`src/rtl/decim_avg.sv`:
```
// decim_avg: decimating boxcar averager.
// Averages windows of 2^k accepted samples, where k is chosen at run time.
// Each window mean goes out through a one-entry valid/ready holding register.
// Optional feature macro: DECIM_MINMAX_EN adds per-window signed min/max
// outputs. When it is undefined, min_o and max_o are tied to zero and the
// port list is unchanged.

module decim_avg #(
   parameter int WIDTH    = 16,
   parameter int MAX_LOG2 = 16
) (
   input  logic                    clk_i,
   input  logic                    rst_i,
   input  logic signed [WIDTH-1:0] data_i,
   input  logic                    enable_i,
   input  logic [4:0]              log2_n_i,
   input  logic                    clear_i,
   output logic signed [WIDTH-1:0] data_o,
   output logic                    valid_o,
   input  logic                    ready_i,
   output logic                    overrun_o,
   output logic signed [WIDTH-1:0] min_o,
   output logic signed [WIDTH-1:0] max_o
);

   localparam int         AW    = WIDTH + MAX_LOG2;  // accumulator cannot wrap at k = MAX_LOG2
   localparam int         CW    = MAX_LOG2 + 1;      // counter width, holds 2^MAX_LOG2 - 1
   localparam logic [4:0] MAX_K = 5'(MAX_LOG2);

   logic signed [AW-1:0]    acc_reg;
   logic [CW-1:0]           cnt_reg;
   logic [4:0]              k_reg;

   logic [4:0]              k_clamp;
   logic [4:0]              k_eff;
   logic                    accept;
   logic                    window_start;
   logic                    window_last;
   logic [CW-1:0]           last_cnt;
   logic signed [AW-1:0]    sample_ext;
   logic signed [AW-1:0]    sum_next;
   logic signed [WIDTH-1:0] mean_next;

   // Window bookkeeping. The k used for a window is the live input at its
   // first sample and the latched copy afterwards. A clear suppresses the
   // sample presented in the same cycle.
   always_comb begin
      k_clamp      = (log2_n_i > MAX_K) ? MAX_K : log2_n_i;
      window_start = (cnt_reg == '0);
      k_eff        = window_start ? k_clamp : k_reg;
      accept       = enable_i & ~clear_i;
      last_cnt     = (CW'(1) << k_eff) - CW'(1);
      window_last  = accept && (cnt_reg == last_cnt);
      sample_ext   = {{MAX_LOG2{data_i[WIDTH-1]}}, data_i};
      sum_next     = acc_reg + sample_ext;
      // An arithmetic shift floors toward -inf. The mean of in-range samples
      // always fits in WIDTH bits, so truncating loses nothing.
      mean_next    = WIDTH'(sum_next >>> k_eff);
   end

   // Accumulator, sample counter and latched window length.
   always_ff @(posedge clk_i) begin
      if (rst_i) begin
         acc_reg <= '0;
         cnt_reg <= '0;
         k_reg   <= '0;
      end else if (clear_i) begin
         acc_reg <= '0;
         cnt_reg <= '0;
      end else if (accept) begin
         if (window_start) begin
            k_reg <= k_clamp;
         end
         if (window_last) begin
            acc_reg <= '0;
            cnt_reg <= '0;
         end else begin
            acc_reg <= sum_next;
            cnt_reg <= cnt_reg + CW'(1);
         end
      end
   end

   // Output holding register. A fresh result always wins. Overwriting an
   // unread result sets the sticky overrun flag.
   always_ff @(posedge clk_i) begin
      if (rst_i) begin
         data_o    <= '0;
         valid_o   <= 1'b0;
         overrun_o <= 1'b0;
      end else if (clear_i) begin
         valid_o   <= 1'b0;
         overrun_o <= 1'b0;
      end else if (window_last) begin
         data_o  <= mean_next;
         valid_o <= 1'b1;
         if (valid_o && !ready_i) begin
            overrun_o <= 1'b1;
         end
      end else if (valid_o && ready_i) begin
         valid_o <= 1'b0;
      end
   end

`ifdef DECIM_MINMAX_EN
   logic signed [WIDTH-1:0] min_trk_reg;
   logic signed [WIDTH-1:0] max_trk_reg;
   logic signed [WIDTH-1:0] win_min;
   logic signed [WIDTH-1:0] win_max;

   // Running extremes that include the current sample. The first sample of
   // a window seeds both trackers.
   always_comb begin
      win_min = data_i;
      win_max = data_i;
      if (!window_start) begin
         win_min = (data_i < min_trk_reg) ? data_i : min_trk_reg;
         win_max = (data_i > max_trk_reg) ? data_i : max_trk_reg;
      end
   end

   // Per-window min/max trackers. A clear discards the partial window.
   always_ff @(posedge clk_i) begin
      if (rst_i || clear_i) begin
         min_trk_reg <= '0;
         max_trk_reg <= '0;
      end else if (accept) begin
         min_trk_reg <= win_min;
         max_trk_reg <= win_max;
      end
   end

   // Min/max outputs load together with data_o. Like data_o, they keep their
   // value across a clear.
   always_ff @(posedge clk_i) begin
      if (rst_i) begin
         min_o <= '0;
         max_o <= '0;
      end else if (!clear_i && window_last) begin
         min_o <= win_min;
         max_o <= win_max;
      end
   end
`else
   assign min_o = '0;
   assign max_o = '0;
`endif

endmodule

```
`config.mk`:
```
export PLATFORM = sky130hd
export DESIGN_NAME = decim_avg
export DESIGN_NICKNAME = d
export VERILOG_FILES = /design/src/rtl/decim_avg.sv
export SDC_FILE = /design/constraint.sdc
export NUM_CORES = 1
export LEC_CHECK = 0
export CAP_MARGIN = 20
export CORE_MARGIN = 2
export CORE_UTILIZATION = 45
export CTS_BUF_LIST = sky130_fd_sc_hd__clkbuf_16
export DETAILED_ROUTE_END_ITERATION = 10
export DONT_BUFFER_PORTS = 1
export PLACE_DENSITY = 0.6
export SLEW_MARGIN = 10
export SYNTH_ARGS = -nofsm -noshare
export SYNTH_HDL_FRONTEND = slang
export SYNTH_SLANG_ARGS = --single-unit
```
`constraint.sdc`:
```
create_clock -name clk_i -period 5.7 [get_ports clk_i]
set_clock_uncertainty 0.2 [all_clocks]
set_input_delay 0.57 -clock clk_i [delete_from_list [all_inputs] [get_ports clk_i]]
set_output_delay 0.57 -clock clk_i [all_outputs]
set_load 0.01 [all_outputs]
```
; Yosys cells after proc, flatten, opt, wreduce, memory -nomap -nowiden
; Cells that the tools add are included.
[op_classes]
n_reduce_logical = 10
mux = 6
n_lt_le_gt_ge = 1
eq_ne = 1
shift = 2
bitwise = 2
n_addsub = 3
[ops]
columns = cell, n
row1 = 32-bit by 16-bit adder with 32-bit output, 1
row2 = 32-bit two-way mux, 1
row3 = 32-bit by 5-bit >>> shifter with 16-bit output, 1
row4 = "17-bit by 1-bit adder with 17-bit output, second input constant", 1
row5 = 17-bit == test, 1
row6 = 17-bit logical NOT, 1
row7 = 17-bit two-way mux, 1
row8 = "1-bit by 5-bit << shifter with 17-bit output, first input constant", 1
row9 = "17-bit by 2-bit subtractor with 17-bit output, second input constant", 1
row10 = 5-bit two-way mux, 2
row11 = 2-bit AND reduction, 3
row12 = "5-bit greater-than comparator, second input constant", 1
row13 = 1-bit logical AND, 3
row14 = 1-bit two-way mux, 2
row15 = 2-bit nonzero test, 1
row16 = 2-bit OR reduction, 1
row17 = 1-bit AND, 1
row18 = 1-bit logical NOT, 1
row19 = 1-bit NOT, 1
[totals]
output_inout_bits = 50
in_bits = 26
reg_bits = 72
elab_cells = 31

; Logic depth before layout (Yosys ltp)
[depth]
word_depth = 8
depth_mapped = 25
depth_no_buf = 18

; Worst setup path before layout
; No wires, ideal clock.
[synth_timing]
path_kind = reg2reg
startpoint = reg cnt_reg[0]
endpoint = reg data_o[3]
slack_ns = 0.800
required_ns = 5.378
t_arrival_ns = 4.578
path_buffers = 5
path_stages_with_launch = 24
setup_ns = 0.122
period_less_slack_ns = 4.900
cell_sequence = dfxtp_1 inv_1 ha_1 nor4b_2 and4_1 buf_4 buf_4 mux2_2 nor2_1 clkbuf_1 nand2_1 ha_1 or4_1 a21oi_1 mux2_2 a32oi_1 xnor2_1 a2111oi_0 and4b_1 buf_4 buf_6 o21ai_1 a211oi_1 a21oi_1
[synth_between]
elab_chain_len = 7
elab_cells_between_ends = 8
classes_between = 1 x add/sub / 1 x eq/ne / 2 x shift / 1 x mux / 3 x reduce/logical
[synth_rtl]
columns = item, line_no
row1 = start: declaration, 31  ; logic [CW-1:0] cnt_reg;
row2 = start signal: assignment, 79  ; cnt_reg <= cnt_reg + CW'(1);
row3 = 17-bit logical NOT, 49  ; window_start = (cnt_reg == '0);
row4 = 5-bit two-way mux, n/a
row5 = 1-bit by 5-bit << shifter with 17-bit output, 52  ; last_cnt = (CW'(1) << k_eff) - CW'(1);
row6 = 17-bit by 2-bit subtractor with 17-bit output, 52
row7 = 17-bit == test, 53  ; window_last = accept && (cnt_reg == last_cnt);
row8 = 1-bit logical AND, 53
row9 = 2-bit AND reduction (no line), n/a
row10 = end signal: assignment, 95  ; data_o <= mean_next;
row11 = end: declaration, 18  ; output logic signed [WIDTH-1:0] data_o,
; Several ways; a longest one is shown, not always the timed one.
; A chain may end at the register's enable or synchronous reset.

; Final worst setup path
[layout_timing]
startpoint = reg cnt_reg[0]
endpoint = reg data_o[5]
; Same word-level chain as after synthesis.

==> impl_metrics.ini <==
[power]
pwr_density_cell_nw_per_um2 = 186.4
power_frac_comb = 0.312
netSwitchingPower_uw = 561.1
sw_frac_of_total = 0.3558
p_int_uw = 1016
p_clk_frac = 0.360
leakagePower_uw = 0.003212
vdd_drop_max_mv = 0.1613
p_seq_frac = 0.328

[timing]
maxSlewViolCount = 0
hold_violations = 0
period_share = 0.9097
rsz0062_at_grt = false
tns_ns = 0
period_needed_ns = 5.185
setup_violations = 0
worstMarginPinSlew_ns = 0.9705
fmax_mhz = 192.9
slew_headroom = 0.3474

[yosys]
synth_top_area_share = 0.1770
synthFlopType = dfxtp_1
synth_area_um2 = 8144
synth.largest_area_cell = dfxtp_1
synth_warnings = 0
synth_edf_count = 0
syn-instance-count = 1149
synth_seq_area_share = 0.1770
async_flop_share = 0
synth_area_per_cell_um2 = 7.088
ys_ff_latch = 72
synth_most_common_cell = nor2_1
synthTopCellsByCount = nor2_1, nand2_1, a21oi_1, dfxtp_1, clkbuf_1
synth.area.top_cells = dfxtp_1, a21oi_1, nor2_1
yosysUniqueCellTypes = 79

[routing]
drc = 0
wl_um = 27400
first_iter_violations = 795
final_antenna_net_count = 0
num_vias = 8699
drt-pass1-iter-count = 9
routed_via_density = 6.506
wire_per_inst_um = 20.50

[grt]
grt_usage = 0.2803
grt_pass1_vias = 8147
gr-total-overflow = 0
antenna_found_initial = 0
grt_pass1_wl_um = 44100
grt_max_degree = 58

[critical_path]
timing.rr.end = data_o[5]
crit_path_start_kind = flip-flop
rr_startpoint = cnt_reg[0]
worstSetupPathType = flip-flop to flip-flop
critical_path_peak_fanout = 18
critPathArrivalTime_ns = 5.22
r2r_cells = 19
ff2ff_setup_slack_ns = 0.51
end_kind = flip-flop
required_ns = 5.73

[clocking]
post_cts_buffers = 0
clockBufferDepth = 2
cts_buffers = 9
cts_root_buffer = clkbuf_16
htreeDepth = 3
postCtsHoldBufs = 0
worst_setup_hold_path_clk_slew_ns = 0.06
clk_latency_ns = 0.36
cts_sinks = 72
cts_tree = done

[floorplan]
fp.dieH_um = 138.5
die-area_um2 = 19190
core_um2 = 17840
num_rows = 49
dieWidth_um = 138.5
start_util = 0.4565
ios = 76

[run_status]
status = finished, final reports clean

[finish]
drive_gt1_frac = 0.07762
fillers = 1859
nNetsFinal = 1164
final_util = 0.4742
n_antenna_cell = 0
largest_reg_flops = 32
area_growth_pct = 3.872

[placement]
gp_congestion = 0.9896
dp_hpwl_um = 20200
portBuffers = 0

[min_path]
hold_end = k_reg[4]
hp-start = rst_i
whs_path_depth = 1
hold_path_class = input pin to flip-flop

[flow_run]
maxCapViolCount = 0
-- cell families (layout without fill, tap and decap cells) --
kind of cell	Yosys count	count (layout)	synth area share
compound gates	376	376	0.3191
xor+xnor	38	38	0.04087
fa+ha+maj	35	35	0.05469
buf+inv	131	59	0.08081
flops	72	72	0.1770
mux	40	40	0.05316
other cells	1	32	0.0004605
simple gates	456	456	0.2739
-- layout make-up --
type	count	area, um2	share of cell area
Timing Repair Buffer	26	195.2	0.02307
Tap cell	229	286.5	0.03387
Clock inverter	7	65.06	0.007691
Clock buffer	9	225.2	0.02662
Inverter	17	63.81	0.007543
Sequential cell	72	1441	0.1704
Multi-Input combinational cell	977	6182	0.7308
-- worst max path at each step --
stage / slack (ns) / startpoint / cells past startpoint / to
detailed placement: 0.51 / cnt_reg[0] / 19 / data_o[5]
global route: 0.08 / cnt_reg[0] / 19 / data_o[5]
finish: 0.51 / cnt_reg[0] / 19 / data_o[5]
global placement: 0.61 / cnt_reg[0] / 19 / data_o[5]
CTS: 0.40 / cnt_reg[0] / 19 / data_o[5]
floorplan: 0.80 / cnt_reg[0] / 23 / data_o[3]
-- layout by cell type, fill, tap and decap left out, types with 15 or more instances in the layout --
master and n:
a211oi_1 20, a21o_1 18, a21oi_1 102, buf_4 26, conb_1 32, dfxtp_1 72, ha_1 34, inv_1 19
mux2_2 16, mux2i_1 21, nand2_1 112, nand3_1 34, nand3b_1 15, nor2_1 130, nor3_1 52, o211ai_1 20
o21ai_0 51, o21bai_1 15, xnor2_1 21, xor2_1 17
-- worst max-delay path, stage by stage (launching register included) --
cell and delay, ns:
dfxtp_1 0.36, inv_1 0.10, ha_1 0.16, nor4b_2 0.26
and4_2 0.40, mux2_2 0.45, nor2_1 0.20, nand2_1 0.08
ha_1 0.29, or4_1 0.54, a21oi_1 0.15, mux2_2 0.16
a32oi_1 0.06, xnor2_1 0.17, a2111oi_0 0.26, and4b_2 0.36
buf_4 0.26, o211ai_1 0.11, a2111oi_0 0.36, a21oi_1 0.12
-- power groups by stage --
stage	Combinational (uW)	Clock, uW	Sequential [uW]
after detailed placement	477	0	529
after floorplan	381	0	525
after CTS	480	578	518
after global routing	537	602	518
after global placement	479	0	529
final	492	567	518
-- per-layer routing --
metal  track usage  part of all wire
met5             0                 0
met4        0.1219             0.038
met3       0.04627             0.073
met2        0.4648              0.47
met1        0.3606              0.41
-- what timing repair did --
action	4_1_cts	5_1_grt
hold endpoints to repair	0	0
setup endpoints to repair	0	1
gates resized for setup	0	2
-- through the flow --
step / area [um2] / hold WS (ns) / worst slack (ns) / total power, uW / cells
after CTS: 8456 / 0.07171 / 0.3986 / 1575 / 1337
final: 8459 / 0.07693 / 0.5149 / 1577 / 1337
after global routing: 8459 / 0.07137 / 0.08208 / 1657 / 1337
after detailed placement: 8165 / 0.2494 / 0.5073 / 1006 / 1321
after floorplan: 8260 / 0.2356 / 0.8005 / 906.0 / 1180
after global placement: 8165 / 0.2428 / 0.6078 / 1008 / 1321
Power figures use the tool's default switching activity.
